[config.mk]
export PLATFORM = sky130hd
export DESIGN_NAME = sfx_mixer_flat
export DESIGN_NICKNAME = d
export VERILOG_FILES = /design/src/rtl/sfx_pkg.sv /design/src/rtl/sfx_mixer_if.sv /design/src/rtl/sfx_channel.sv /design/src/rtl/sfx_mixer.sv /design/src/flat_wrapper.sv
export SDC_FILE = /design/constraint.sdc
export NUM_CORES = 1
export LEC_CHECK = 0
export CORE_MARGIN = 3
export CORE_UTILIZATION = 45
export CTS_CLUSTER_DIAMETER = 200
export CTS_CLUSTER_SIZE = 16
export DETAILED_ROUTE_END_ITERATION = 10
export PLACE_DENSITY = 0.8
export SLEW_MARGIN = 40
export SYNTH_ARGS = -nofsm -noshare
export SYNTH_HDL_FRONTEND = slang
export SYNTH_SLANG_ARGS = --single-unit
[constraint.sdc]
create_clock -name clk -period 6.46 [get_ports clk]
set_clock_uncertainty 0.2 [all_clocks]
set_input_delay 0.646 -clock clk [delete_from_list [all_inputs] [get_ports clk]]
set_output_delay 0.646 -clock clk [all_outputs]
set_load 0.005 [all_outputs]
[src/rtl/sfx_pkg.sv]
// Shared types and the saturation helper for the sound-effect mixer.
package sfx_pkg;

  typedef enum logic [1:0] {M_WAIT, M_READ, M_SUM, M_WRITE} mix_state_t;
  typedef enum logic {CH_IDLE, CH_PLAY} ch_state_t;

  localparam int SAT_W = 64;

  // Clamp a wide signed value into the signed range of a w-bit sample.
  function automatic logic signed [SAT_W-1:0] sat_to_sample(
    input logic signed [SAT_W-1:0] v,
    input int unsigned             w
  );
    logic signed [SAT_W-1:0] hi, lo;
    hi = (64'sd1 <<< (w - 1)) - 64'sd1;
    lo = -hi - 64'sd1;
    if (v > hi) return hi;
    if (v < lo) return lo;
    return v;
  endfunction

endpackage

[src/rtl/sfx_mixer_if.sv]
// Codec write port: ready from the codec FIFO, stereo write strobe and data from the mixer.
interface sfx_mixer_if #(parameter int OUT_W = 32);
  logic             write_ready;
  logic             write;
  logic [OUT_W-1:0] writedata_left;
  logic [OUT_W-1:0] writedata_right;

  modport master (input write_ready, output write, writedata_left, writedata_right);
  modport slave  (output write_ready, input write, writedata_left, writedata_right);
endinterface

[src/rtl/sfx_channel.sv]
// One effect channel: start-request latch, idle/play FSM and ROM address counter.
module sfx_channel
  import sfx_pkg::*;
#(
  parameter int ADDR_W = 12
) (
  input  logic              clk,
  input  logic              rst,
  input  logic              i_trig,
  input  logic              i_consume,
  input  logic              i_advance,
  input  logic [ADDR_W-1:0] i_len,
  output logic [ADDR_W-1:0] o_addr,
  output logic              o_busy
);

  ch_state_t         r_state, w_state_nx;
  logic [ADDR_W-1:0] r_addr, w_addr_nx;
  logic              r_pend, w_pend_nx, w_start;

  always_ff @(posedge clk) begin
    if (!rst) begin
      r_state <= CH_IDLE;
      r_addr  <= '0;
      r_pend  <= 1'b0;
    end else begin
      r_state <= w_state_nx;
      r_addr  <= w_addr_nx;
      r_pend  <= w_pend_nx;
    end
  end

  // A trig landing on a consume cycle folds into the same start.
  always_comb begin
    w_start    = i_consume & (r_pend | i_trig);
    w_pend_nx  = i_consume ? 1'b0 : (r_pend | i_trig);
    w_state_nx = r_state;
    w_addr_nx  = r_addr;
    if (w_start) begin
      w_addr_nx  = '0;
      w_state_nx = (i_len == '0) ? CH_IDLE : CH_PLAY;
    end else if (i_advance && r_state == CH_PLAY) begin
      if (r_addr == i_len - ADDR_W'(1)) begin
        w_state_nx = CH_IDLE;
        w_addr_nx  = '0;
      end else begin
        w_addr_nx = r_addr + ADDR_W'(1);
      end
    end
  end

  assign o_addr = r_addr;
  assign o_busy = (r_state == CH_PLAY);

endmodule

[src/rtl/sfx_mixer.sv]
// Multi-channel effect player: frame FSM, saturating mix and codec write port.
// Define SFX_MIXER_GAIN_EN to add a per-channel 0..3 arithmetic right-shift (i_ch_shift).
module sfx_mixer
  import sfx_pkg::*;
#(
  parameter int NUM_CH   = 4,
  parameter int SAMPLE_W = 16,
  parameter int ADDR_W   = 12,
  parameter int OUT_W    = 32
) (
  input  logic                             clk,
  input  logic                             rst,
  input  logic [NUM_CH-1:0]                i_trig,
  input  logic [NUM_CH-1:0][ADDR_W-1:0]    i_ch_len,
`ifdef SFX_MIXER_GAIN_EN
  input  logic [NUM_CH-1:0][1:0]           i_ch_shift,
`endif
  output logic [NUM_CH-1:0][ADDR_W-1:0]    o_rom_addr,
  input  logic [NUM_CH-1:0][SAMPLE_W-1:0]  i_rom_q,
  output logic [NUM_CH-1:0]                o_busy,
  sfx_mixer_if.master                      cw
);

  localparam int SUM_W = SAMPLE_W + $clog2(NUM_CH) + 1;

  mix_state_t                r_mst, w_mst_nx;
  logic [OUT_W-1:0]          r_data;
  logic                      w_consume, w_advance;
  logic signed [SAMPLE_W-1:0] w_smp;
  logic signed [SUM_W-1:0]   w_sum;
  logic signed [SAT_W-1:0]   w_sat;
  logic [OUT_W-1:0]          w_word;

  assign w_consume = (r_mst == M_WAIT) || (r_mst == M_WRITE);
  assign w_advance = (r_mst == M_WRITE);

  for (genvar c = 0; c < NUM_CH; c++) begin : g_ch
    sfx_channel #(.ADDR_W(ADDR_W)) u_ch (
      .clk       (clk),
      .rst       (rst),
      .i_trig    (i_trig[c]),
      .i_consume (w_consume),
      .i_advance (w_advance),
      .i_len     (i_ch_len[c]),
      .o_addr    (o_rom_addr[c]),
      .o_busy    (o_busy[c])
    );
  end

  always_ff @(posedge clk) begin
    if (!rst) r_mst <= M_WAIT;
    else      r_mst <= w_mst_nx;
  end

  always_comb begin
    w_mst_nx = r_mst;
    case (r_mst)
      M_WAIT:  if (cw.write_ready) w_mst_nx = M_READ;
      M_READ:  w_mst_nx = M_SUM;
      M_SUM:   w_mst_nx = M_WRITE;
      M_WRITE: w_mst_nx = M_WAIT;
      default: w_mst_nx = M_WAIT;
    endcase
  end

  // Channel state cannot change between M_READ and M_SUM, so busy gates rom_q safely here.
  always_comb begin
    w_sum = '0;
    w_smp = '0;
    for (int c = 0; c < NUM_CH; c++) begin
      w_smp = $signed(i_rom_q[c]);
`ifdef SFX_MIXER_GAIN_EN
      w_smp = w_smp >>> i_ch_shift[c];
`endif
      if (o_busy[c]) w_sum = w_sum + SUM_W'(w_smp);
    end
  end

  assign w_sat  = sat_to_sample(SAT_W'(w_sum), SAMPLE_W);
  assign w_word = OUT_W'(w_sat << (OUT_W - SAMPLE_W));

  always_ff @(posedge clk) begin
    if (!rst)                r_data <= '0;
    else if (r_mst == M_SUM) r_data <= w_word;
  end

  assign cw.write           = (r_mst == M_WRITE);
  assign cw.writedata_left  = r_data;
  assign cw.writedata_right = r_data;

endmodule

[src/flat_wrapper.sv]
// flat-port wrapper written by rule: the top's interface ports become plain ports
module sfx_mixer_flat import sfx_pkg::*;
#(
  parameter int NUM_CH   = 4,
  parameter int SAMPLE_W = 16,
  parameter int ADDR_W   = 12,
  parameter int OUT_W    = 32
)
  (clk, rst, i_trig, i_ch_len, o_rom_addr, i_rom_q, o_busy, cw_write_ready, cw_write, cw_writedata_left, cw_writedata_right);
  sfx_mixer_if #(.OUT_W(OUT_W)) cw_i ();
  input  logic clk;
  input  logic rst;
  input  logic [NUM_CH-1:0] i_trig;
  input  logic [NUM_CH-1:0][ADDR_W-1:0] i_ch_len;
  output logic [NUM_CH-1:0][ADDR_W-1:0] o_rom_addr;
  input  logic [NUM_CH-1:0][SAMPLE_W-1:0] i_rom_q;
  output logic [NUM_CH-1:0] o_busy;
  input wire logic [$bits(cw_i.write_ready)-1:0] cw_write_ready;
  output wire logic [$bits(cw_i.write)-1:0] cw_write;
  output wire logic [$bits(cw_i.writedata_left)-1:0] cw_writedata_left;
  output wire logic [$bits(cw_i.writedata_right)-1:0] cw_writedata_right;
  assign cw_i.write_ready = cw_write_ready;
  assign cw_write = cw_i.write;
  assign cw_writedata_left = cw_i.writedata_left;
  assign cw_writedata_right = cw_i.writedata_right;
  sfx_mixer #(.NUM_CH(NUM_CH), .SAMPLE_W(SAMPLE_W), .ADDR_W(ADDR_W), .OUT_W(OUT_W)) u_core (.clk(clk), .rst(rst), .i_trig(i_trig), .i_ch_len(i_ch_len), .o_rom_addr(o_rom_addr), .i_rom_q(i_rom_q), .o_busy(o_busy), .cw(cw_i));
endmodule
==> reports/qor.yml <==
run_status: "finished, violations left"
failed_checks: "setup timing"
fin_crit_sh_pct: 102
antenna_found_initial: 0
crit_fanout: 7
p_per_area_mw_per_mm2: 361
routed_wl_um: 27200
synth.avg_cell_area_um2: 7.67
min_from: "u_core.g_ch[3].u_ch.r_pend"
grt_max_degree: 44
clk_latency_ps: 330
grt_util_met1_pct: 31.9
cts-htree-levels: 3
hold_viol_final: 0
yosys_warnings: 0
cts_buffers: 9
critPathKind: "input port to flip-flop"
first_iter_violations: 677
slew_headroom_pct: 49.4
grt_setup_unrepaired: "yes"
place_congestion: 0.898
clock-sinks: 74
clockRootBuffer: "clkbuf_16"
synthDistinctLibCells: 84
die-area_mm2: 0.0207
mostFrequentLayoutCells: "198 x clkdlybuf4s50_1, 149 x buf_4, 112 x nor2_1"
nNetsFinal: 1614
hp-class: "flip-flop to flip-flop"
core-area_mm2: 0.0183
grt_busiest_layer: "met2"
grt_pass1_vias: 8930
synth_enable_flop_cells: 0
reg2reg_from: "u_core.g_ch[0].u_ch.o_busy"
clockBufferDepth: 2
path_clk_slew_ps: 50
yosysSeqAreaShare_pct: 17.3
syn_to_final_growth_pct: 43.8
drive_above_1_share_pct: 18.9
ys_ff_latch: 74
drv_slew: 0
worst_slew_pin_slew_ps: 759
power.leakage_nw: 5.14
post-place-ws_ps: -652
die_h_um: 144
start_util_pct: 46.8
maxCapViolations: 0
power_mw: 4.45
vias_per_cell: 5.58
wl_per_cell_um: 16.4
fin_crit_ps: 6590
drc: 0
netlist_area_mm2: 0.00858
io_pins: 236
num_vias: 9264
io_buffers: 203
grt_overflow_total: 0
start_kind: "input port"
netlist_instances: 1118
crit_required_ps: 6470
end_kind: "flip-flop"
use_met3_pct: 4.13
row_count: 49
slowest_delay_ps: 420
dp.cells: 1622
finalNonFillerCells: 1659
die_w_um: 144
layout_commonest_cell: "clkdlybuf4s50_1"
max_freq_mhz: 152
worstPathArrival_ps: 6610
cts_tree: "done"
synth_ff_type: "dfxtp_1"
grt_usage_pct: 24.8
async_flop_share_pct: 0
n_fill_cell: 1479
fin_ws_ps: -134
setup_viol: 15
dr.pass1.iters: 5
setup.worst_path.start: "i_rom_q[4]"
vdd_ir_drop_max_v: 0.000212
postRouteAntennaNets: 0
crit_path_top_delay_cell: "o311a_1"
num_antenna_cells: 0
grt_pass1_wl_um: 42700
post-dp-hpwl_um: 20900
grt.met2_usage_pct: 43.0
-- cell families after synthesis --
group / count (synthesis) / synth area share (%)
DFF: 74 / 17.3
AOI/OAI and AO/OA: 280 / 23.4
xor gates and xnor gates: 143 / 14.9
other: 1 / 0.0437
adders and majority gates: 70 / 10.5
buffers and inverters: 131 / 8.29
muxes: 30 / 3.66
and+or+nand+nor: 389 / 22.0
-- sequential cells by signal (all words and copies together), names as in the netlist --
name,count
u_core.cw.writedata_left,16
u_core.g_ch.u_ch.o_addr,48
u_core.g_ch.u_ch.o_busy,4
u_core.g_ch.u_ch.r_pend,4
u_core.r_mst,2
-- worst max-delay path, delay by kind of cell --
kind	cells	cell delay [ps]
and+or+nand+nor	3	480
xor gates and xnor gates	3	640
muxes	2	530
AOI/OAI and AO/OA	13	2440
adders and majority gates	3	900
buffers and inverters	5	950
-- where the power goes --
group / internal (mW) / switching (mW)
Combinational: 1.67 / 1.64
Clock: 0.369 / 0.182
Sequential: 0.527 / 0.0598
-- path summary, 6_finish.rpt --
kind | slack [ps] | depth (start not counted) | end
worst max-delay path | -130 | 29 | u_core.cw.writedata_left[28]
worst min-delay path | 260 | 2 | u_core.g_ch[3].u_ch.r_pend
worst max register to register | -70 | 29 | u_core.cw.writedata_left[28]
worst min register to register | 260 | 2 | u_core.g_ch[3].u_ch.r_pend
-- per-stage QoR --
| stage | cell area [um^2] | hold slack, ps | util, % | TNS [ps] |
|---|---|---|---|---|
| after detailed placement | 11500 | 251 | 62.7 | -10000 |
| after global routing | 12300 | 278 | 67.3 | -4600 |
| after CTS | 12100 | 262 | 66.1 | -386 |
| final | 12300 | 260 | 67.3 | -1590 |
| after floorplan | 8710 | 232 | - | 0 |
| after global placement | 11500 | 244 | 62.7 | -7750 |
-- area by class of cell --
class	count	area (um^2)	share of cell area [%]
repair buffers	357	3250	26.3
well taps	229	287	2.32
multi-input cells	944	6830	55.4
flip-flops and latches	74	1480	12.0
inverters	39	146	1.19
clock buffers	12	267	2.16
clock inverters	4	72.6	0.589
-- metal layers --
metal	up-vias	share of wire (%)
met5	-	0
met4	0	2.2
met3	49	6.2
met2	339	48
met1	4317	43
li1	4559	-
-- cell usage after synthesis, types with 8 or more instances --
cell type / count / area share [%]
ha_1: 67 / 9.8
inv_1: 38 / 1.7
o21a_1: 13 / 1.1
a21o_1: 22 / 1.9
buf_4: 53 / 4.6
o211ai_1: 8 / 0.70
nor2_1: 113 / 4.9
a21oi_1: 62 / 3.6
nor2b_1: 10 / 0.73
and3_1: 12 / 0.88
clkbuf_1: 30 / 1.3
a211oi_1: 15 / 1.3
xnor2_1: 77 / 7.9
nand3_1: 29 / 1.7
and2_1: 19 / 1.4
nand4_1: 14 / 1.0
nor3_1: 23 / 1.3
a31oi_1: 11 / 0.80
nand2_1: 99 / 4.3
nand2b_1: 12 / 0.88
o21ai_0: 49 / 2.9
xor2_1: 64 / 6.5
or2_2: 14 / 1.0
a211o_1: 10 / 1.0
mux2_2: 11 / 1.4
dfxtp_1: 74 / 17
nor4_1: 15 / 1.1
o22ai_2: 10 / 1.5
mux2i_1: 19 / 2.2
-- repair_timing --
| item | in CTS | in global routing |
|---|---|---|
| setup buffers | 12 | 9 |
| cloned | 1 | 0 |
| hold buffers | 0 | 0 |
| pin swaps | 12 | 40 |
| resized for setup | 34 | 35 |
| endpoints found under the setup margin | 16 | 16 |
No activity file was read; power rests on OpenSTA's default activity.
